`config.mk`:
```
export PLATFORM = sky130hd
export DESIGN_NAME = uart_tx
export DESIGN_NICKNAME = d
export VERILOG_FILES = /design/src/rtl/uart_pkg.sv /design/src/rtl/uart_tx.sv
export SDC_FILE = /design/constraint.sdc
export NUM_CORES = 1
export LEC_CHECK = 0
export CORE_MARGIN = 4
export CORE_UTILIZATION = 49
export CTS_CLUSTER_DIAMETER = 30
export DETAILED_ROUTE_END_ITERATION = 7
export PLACE_DENSITY = 0.79
export SETUP_SLACK_MARGIN = 0.4
export SYNTH_ARGS = -nofsm -noshare
export SYNTH_HDL_FRONTEND = slang
export SYNTH_SLANG_ARGS = --single-unit
```
`constraint.sdc`:
```
create_clock -name clk -period 1.7 [get_ports clk]
set_clock_uncertainty 0.15 [all_clocks]
set_input_delay 0.34 -clock clk [delete_from_list [all_inputs] [get_ports clk]]
set_output_delay 0.34 -clock clk [all_outputs]
set_load 0.02 [all_outputs]
```
`src/rtl/uart_pkg.sv`:
```
// uart_pkg: definitions shared by the UART transmitter and receiver.
//   OVERSAMPLE     - s_tick pulses per bit period
//   PAR_*          - parity mode encodings for the PARITY parameter
//   tx_state_t     - one-hot transmitter state encoding
package uart_pkg;

    localparam int OVERSAMPLE = 16;

    localparam int PAR_NONE = 0;
    localparam int PAR_EVEN = 1;
    localparam int PAR_ODD  = 2;

    typedef enum logic [4:0] {
        ST_IDLE   = 5'b00001,
        ST_START  = 5'b00010,
        ST_DATA   = 5'b00100,
        ST_PARITY = 5'b01000,
        ST_STOP   = 5'b10000
    } tx_state_t;

endpackage

```
`src/rtl/uart_tx.sv`:
```
// uart_tx: asynchronous serial transmitter. One byte per accepted tx_start is
// sent as start bit, NB_DATA data bits LSB first, optional parity bit and a
// stop period of SB_TICK s_ticks. Bit timing comes from the 16x s_tick.
//   clk, reset    - clock, synchronous active-high reset
//   s_tick        - one-cycle pulse at 16x baud
//   tx_start      - send request, honoured only in IDLE
//   tx_data       - byte captured on the accepted tx_start
//   tx_done_tick  - one-cycle pulse in the cycle after the stop period ends
//   tx_busy       - frame in progress
//   tx            - registered serial line, idles high
module uart_tx
    import uart_pkg::*;
#(
    parameter int NB_DATA = 8,
    parameter int SB_TICK = 16,
    parameter int PARITY  = 0
) (
    input  logic               clk,
    input  logic               reset,
    input  logic               s_tick,
    input  logic               tx_start,
    input  logic [NB_DATA-1:0] tx_data,
    output logic               tx_done_tick,
    output logic               tx_busy,
    output logic               tx
);

    // Tick counter must hold both 0..15 and 0..SB_TICK-1.
    localparam int TW = $clog2((SB_TICK > OVERSAMPLE) ? SB_TICK : OVERSAMPLE);
    localparam int BW = (NB_DATA > 1) ? $clog2(NB_DATA) : 1;

    localparam logic [TW-1:0] BIT_LAST  = TW'(OVERSAMPLE - 1);
    localparam logic [TW-1:0] STOP_LAST = TW'(SB_TICK - 1);
    localparam logic [BW-1:0] DATA_LAST = BW'(NB_DATA - 1);

    tx_state_t          state;
    logic [TW-1:0]      tick_cnt;
    logic [BW-1:0]      bit_cnt;
    logic [NB_DATA-1:0] shreg;
    logic [NB_DATA-1:0] shreg_nxt;
    logic               par_bit;

    assign shreg_nxt = shreg >> 1;

    // tx is loaded with the value of the state being entered, so the line
    // changes on the same edge as the state and stays a pure register.
    always_ff @(posedge clk) begin
        if (reset) begin
            state        <= ST_IDLE;
            tick_cnt     <= '0;
            bit_cnt      <= '0;
            shreg        <= '0;
            par_bit      <= 1'b0;
            tx           <= 1'b1;
            tx_busy      <= 1'b0;
            tx_done_tick <= 1'b0;
        end else begin
            tx_done_tick <= 1'b0;
            case (state)
                ST_IDLE: begin
                    tx      <= 1'b1;
                    tx_busy <= 1'b0;
                    if (tx_start) begin
                        shreg    <= tx_data;
                        par_bit  <= (PARITY == PAR_ODD) ? ~(^tx_data) : ^tx_data;
                        tick_cnt <= '0;
                        bit_cnt  <= '0;
                        state    <= ST_START;
                        tx       <= 1'b0;
                        tx_busy  <= 1'b1;
                    end
                end
                ST_START: begin
                    if (s_tick) begin
                        if (tick_cnt == BIT_LAST) begin
                            tick_cnt <= '0;
                            state    <= ST_DATA;
                            tx       <= shreg[0];
                        end else begin
                            tick_cnt <= tick_cnt + 1'b1;
                        end
                    end
                end
                ST_DATA: begin
                    if (s_tick) begin
                        if (tick_cnt == BIT_LAST) begin
                            tick_cnt <= '0;
                            shreg    <= shreg_nxt;
                            if (bit_cnt == DATA_LAST) begin
                                bit_cnt <= '0;
                                if (PARITY != PAR_NONE) begin
                                    state <= ST_PARITY;
                                    tx    <= par_bit;
                                end else begin
                                    state <= ST_STOP;
                                    tx    <= 1'b1;
                                end
                            end else begin
                                bit_cnt <= bit_cnt + 1'b1;
                                tx      <= shreg_nxt[0];
                            end
                        end else begin
                            tick_cnt <= tick_cnt + 1'b1;
                        end
                    end
                end
                ST_PARITY: begin
                    if (s_tick) begin
                        if (tick_cnt == BIT_LAST) begin
                            tick_cnt <= '0;
                            state    <= ST_STOP;
                            tx       <= 1'b1;
                        end else begin
                            tick_cnt <= tick_cnt + 1'b1;
                        end
                    end
                end
                ST_STOP: begin
                    if (s_tick) begin
                        if (tick_cnt == STOP_LAST) begin
                            tick_cnt     <= '0;
                            state        <= ST_IDLE;
                            tx           <= 1'b1;
                            tx_busy      <= 1'b0;
                            tx_done_tick <= 1'b1;
                        end else begin
                            tick_cnt <= tick_cnt + 1'b1;
                        end
                    end
                end
                default: begin
                    // Illegal one-hot value: drop the frame and park in IDLE.
                    state    <= ST_IDLE;
                    tick_cnt <= '0;
                    bit_cnt  <= '0;
                    tx       <= 1'b1;
                    tx_busy  <= 1'b0;
                end
            endcase
        end
    end

endmodule

```
### After elaboration in Yosys (flattened, before gate mapping)

Cells that the tools add are included.

* order comparisons: 0
* shift-type cells: 0
* reduce and logical (&&, ||, !) cells: 12
* multiply operators: 0
* muxes and demuxes: 38
* eq/ne operators: 20
* divide/modulo/power cells: 0
* $add $sub $neg: 2
* bitwise logic cells: 4

Operators by type and width (count)
* 5-bit 2-to-1 mux: 10
* 5-bit case mux with 5 select lines: 1
* 8-bit 2-to-1 mux: 3
* 2-bit != test (second input constant): 10
* 8-bit case mux with 2 select lines: 1
* 1-bit 2-to-1 mux: 12
* 3-bit 2-to-1 mux: 4
* 4-bit 2-to-1 mux: 3
* 10-bit AND reduction: 1
* 3-bit case mux with 3 select lines: 1
* 3-bit OR reduction: 3
* 4-bit case mux with 2 select lines: 1
* 4-bit AND reduction: 2
* 2-bit by 1-bit != test with 1-bit output (second input constant): 3
* 6-bit AND reduction: 1
* 5-bit by 1-bit == test with 1-bit output (second input constant): 1
* 5-bit by 2-bit == test with 1-bit output (second input constant): 1
* 5-bit by 3-bit == test with 1-bit output (second input constant): 1
* 5-bit by 4-bit == test with 1-bit output (second input constant): 1
* 5-bit == test (second input constant): 1
* 4-bit by 1-bit adder with 4-bit output (second input constant): 1
* 4-bit == test (second input constant): 1
* 1-bit inverter: 4
* 1-bit case mux with 4 select lines: 1
* 8 further kinds: 8

* output and inout port bits: 3
* bits in latches: 0
* logic and storage cells: 83
* memories kept: 0
* bits in read-only memories: 0
* input bits: 12
* flip-flop bits (word level): 23
* memory bits (writable): 0

### Depth between registers and ports, before layout

* word-level depth: 5
* mapped depth: 7
* depth with buffers taken out: 7

### Worst setup path before layout

Ideal clock, no wire load.

* kind: register to register
* from: register state[0]
* to: register bit_cnt[0]
* stages on the path, launching flop included: 8
* path buffers: 2
* clock period less this slack: 1.873 ns
* required time: 1.478 ns
* library setup time: 0.072 ns
* arrival time: 1.652 ns
* setup slack: -0.173 ns
* cell sequence: dfxtp_1 > buf_6 > or4b_1 > buf_6 > nand3_2 > a31oi_2 > a221oi_4 > mux2i_1

* longest elaborated chain between the ends: 4
* elaborated cells between the ends (all ways): 12
* those cells by class: 8 x eq/ne; 1 x mux; 1 x bitwise; 2 x reduce/logical

Ends and longest elaborated chain
* start: declaration: line uart_tx.sv:36 `tx_state_t state;`
* start signal: assignment: line uart_tx.sv:49 `state <= ST_IDLE;`
* start signal: assignment: line uart_tx.sv:68 `state <= ST_START;`
* start signal: assignment: line uart_tx.sv:77 `state <= ST_DATA;`
* 5-bit == test (tied with other cells): line uart_tx.sv:59 `case (state)`
* 3-bit OR reduction (no line)
* 1-bit inverter (no line)
* 4-bit AND reduction (no line)
* end signal: assignment: line uart_tx.sv:99 `bit_cnt <= bit_cnt + 1'b1;`
* end: declaration: line uart_tx.sv:38 `logic [BW-1:0] bit_cnt;`

Parallel ways exist; a longest one is shown, timed or not.
A chain may end at the register's enable or synchronous reset.

### Worst setup path after layout

* from: register state[1]
* to: register tick_cnt[1]

* longest elaborated chain between the ends: 4
* elaborated cells between the ends (all ways): 10
* those cells by class: 7 x eq/ne; 1 x mux; 2 x reduce/logical

Ends and longest elaborated chain
* 5-bit == test (tied with other cells): line uart_tx.sv:59
* 4-bit OR reduction (no line)
* 2-bit by 1-bit != test with 1-bit output (no line)
* 2-bit AND reduction (no line)
* end signal: assignment: line uart_tx.sv:80 `tick_cnt <= tick_cnt + 1'b1;`
* end signal: assignment: line uart_tx.sv:103 `tick_cnt <= tick_cnt + 1'b1;`
* end signal: assignment: line uart_tx.sv:114 `tick_cnt <= tick_cnt + 1'b1;`
* end: declaration: line uart_tx.sv:37 `logic [TW-1:0] tick_cnt;`

Parallel ways exist; a longest one is shown, timed or not.

==> results.yml <==
synthesis:
  synthDistinctLibCells: 41
  syn_nets: 151
  synthArstFlopShare: 0
  syn_area_per_cell_um2: 9.338
  synth_top_area_share: 0.3468
  synth_edf_count: 0
  synthesis.area_um2: 1270
  synthTopCellsByArea: "dfxtp_1, mux2i_1, nor2_1"
  ys.flop_type: "dfxtp_1"
  netlist_instances: 136
  yosysTopAreaCell: "dfxtp_1"
  yosysSeqAreaShare: 0.3468
  yosysWarnings: 0
  synth-seq-cells: 22
power:
  power_leakage_nw: 0.6767
  power.density_nw_per_um2: 588.5
  vdd_drop_max_mv: 0.5028
setup_path:
  crit_path_start_kind: "register"
  required_ns: 1.75
  r2r_slack_ns: -0.16
  cp_max_fo: 5
  crit_type: "reg -> reg"
  cp.arrival_ns: 1.91
  cp-end-kind: "register"
global_route:
  grt_overflow: 0
  track_usage: 0.1790
  grt_max_degree: 15
  grt_first_pass_wirelength_um: 4940
  grt_pass1_vias: 1156
  antenna_found_initial: 0
route:
  drtPass1Iterations: 4
  ant_nets: 0
  drc_errors: 0
  routedWlPerCell_um: 15.08
  drtIter0Drc: 35
  vias: 1171
  vias_per_cell: 5.740
  drt_wl_total_um: 3076
cts:
  h-tree-depth: 1
  clock_latency_ns: 0.30
  cts_tree: "built"
  cts-buffers-inserted: 3
  clockBufferDepth: 2
  cts_sinks: 22
  cts-root-buf: "clkbuf_4"
  path_clk_slew_ns: 0.11
finish:
  syn_to_final_growth_pct: 44.83
  final_cell_count_no_fill: 204
  nFillCells: 171
  final_area_um2: 1839
  drive_gt1_frac: 0.3793
  n_antenna_cell: 0
  nets: 191
placed_design:
  gp_congestion: 0.7509
  place_ws_ns: -0.5773
  numPortBuffers: 14
  dpl.cell_count: 192
  placed_cell_area_um2: 1614
  hpwlAfterDp_um: 2257
floorplanning:
  core_area_um2: 2477
  design.die.area_um2: 3470
  row_count: 18
  chipHeight_um: 58.91
  die_w_um: 58.91
  ios: 15
  start_util: 0.5126
sta:
  fmax_mhz: 539.0
  setup_slack_ns: -0.1554
  worst_pin_slew_ns: 0.4122
  holdWs_ns: 0.3273
  slew_headroom: 0.7236
  fin_crit_ns: 1.855
  slew_violations: 0
  rsz0062_at_grt: "yes"
  period_share: 1.091
  finalHoldViolCount: 0
  finalSetupViolCount: 14
run:
  cap_violations: 0
outcome:
  violations: "negative setup slack"
  outcome: "complete, but fails checks"
worst_hold_path:
  hold_path_class: "reg -> reg"
## cell usage in the layout, fill, tap and decap left out, types with 2 or more instances in the layout
cell type	n
a211oi_1	5
nand2_1	5
dfxtp_2	6
nand2b_1	8
o21ai_0	4
nor2_4	2
a21oi_1	4
inv_1	2
buf_12	3
dfxtp_1	15
a211oi_2	2
nor2_1	15
mux2i_1	13
buf_6	7
nand3b_1	2
ha_1	2
and2_1	2
clkdlybuf4s50_1	9
clkbuf_4	3
or4b_4	2
buf_4	24
nand3_1	3
nor3_1	3
nor3b_1	3
dlygate4sd2_1	2
## layout make-up
cell class                 count  area, um2  share of cell area
timing repair buffer          46      431.7              0.2347
tap                           30      37.54             0.02041
multi-input combinational    101      888.4              0.4830
inverter                       2      7.507            0.004082
clock buffer                   3      22.52             0.01224
sequential                    22      451.7              0.2456
## sequential cells by signal, indices dropped and copies added, names as in the netlist
signal / cells
tx: 1
state: 4
tick_cnt: 4
bit_cnt: 3
tx_done_tick: 1
shreg: 8
tx_busy: 1
## cells in the mapped netlist (all sizes together) (3+ instances only)
master and number:
dfxtp 22, nor2 17, mux2i 14, nand2b 8
a211oi 7, buf 7, nand2 6, o21ai 5
a21oi 4, clkbuf 4, nand3 4, nor3 4
ha 3, nor3b 3
## metrics by stage
step / util / TNS [ns] / total power [mW]
floorplan: - / -1.548 / 0.7187
global placement: 0.6515 / -6.593 / 0.8011
detailed placement: 0.6515 / -7.506 / 0.8097
CTS: 0.6838 / -1.280 / 1.039
global route: 0.7424 / -2.725 / 1.134
finish: 0.7424 / -1.304 / 1.082
## power by group
| part | internal (mW) | switching [mW] |
|---|---|---|
| registers | 0.542 | 0.0175 |
| logic | 0.158 | 0.130 |
| clock network | 0.0827 | 0.152 |
| total | 0.783 | 0.299 |
## timing repair
| item | 4_1_cts | 5_1_grt |
|---|---|---|
| pin swaps | 10 | 6 |
| buffers inserted | 3 | 6 |
| endpoints found under the setup margin | 25 | 24 |
| gates resized for setup | 28 | 23 |
| hold buffers | 0 | 0 |
## critical path: stages, from the launching register on
cell and delay, ns:
dfxtp_4 0.38, or4b_4 0.56, o31a_1 0.16, o22ai_4 0.22
mux2i_1 0.23, nor2_1 0.05
## routing by layer
metal | up-vias | global-route usage | part of all wire | routed length [um]
li1 | 578 | - | - | -
met1 | 560 | 0.2148 | 0.42 | 1290
met2 | 31 | 0.3391 | 0.53 | 1641
met3 | 2 | 0.02412 | 0.042 | 130
met4 | 0 | 0.02913 | 0.0046 | 14
met5 | - | 0 | 0 | 0
## cell families after synthesis
family,count (synthesis),share of synthesized area
simple gates,53,0.2315
compound gates,30,0.2148
flops,22,0.3468
xor+xnor,1,0.006898
buf+inv,13,0.06010
mux,14,0.1103
fa+ha+maj,3,0.02956
## path summary, 6_finish.rpt
check,start,end,depth (start not counted)
setup / recovery,state[1],tick_cnt[1],5
hold / removal,tx_busy,tx_busy,2
setup reg to reg,state[1],tick_cnt[1],5
hold reg to reg,tx_busy,tx_busy,2
No activity file was read; power rests on OpenSTA's default activity.
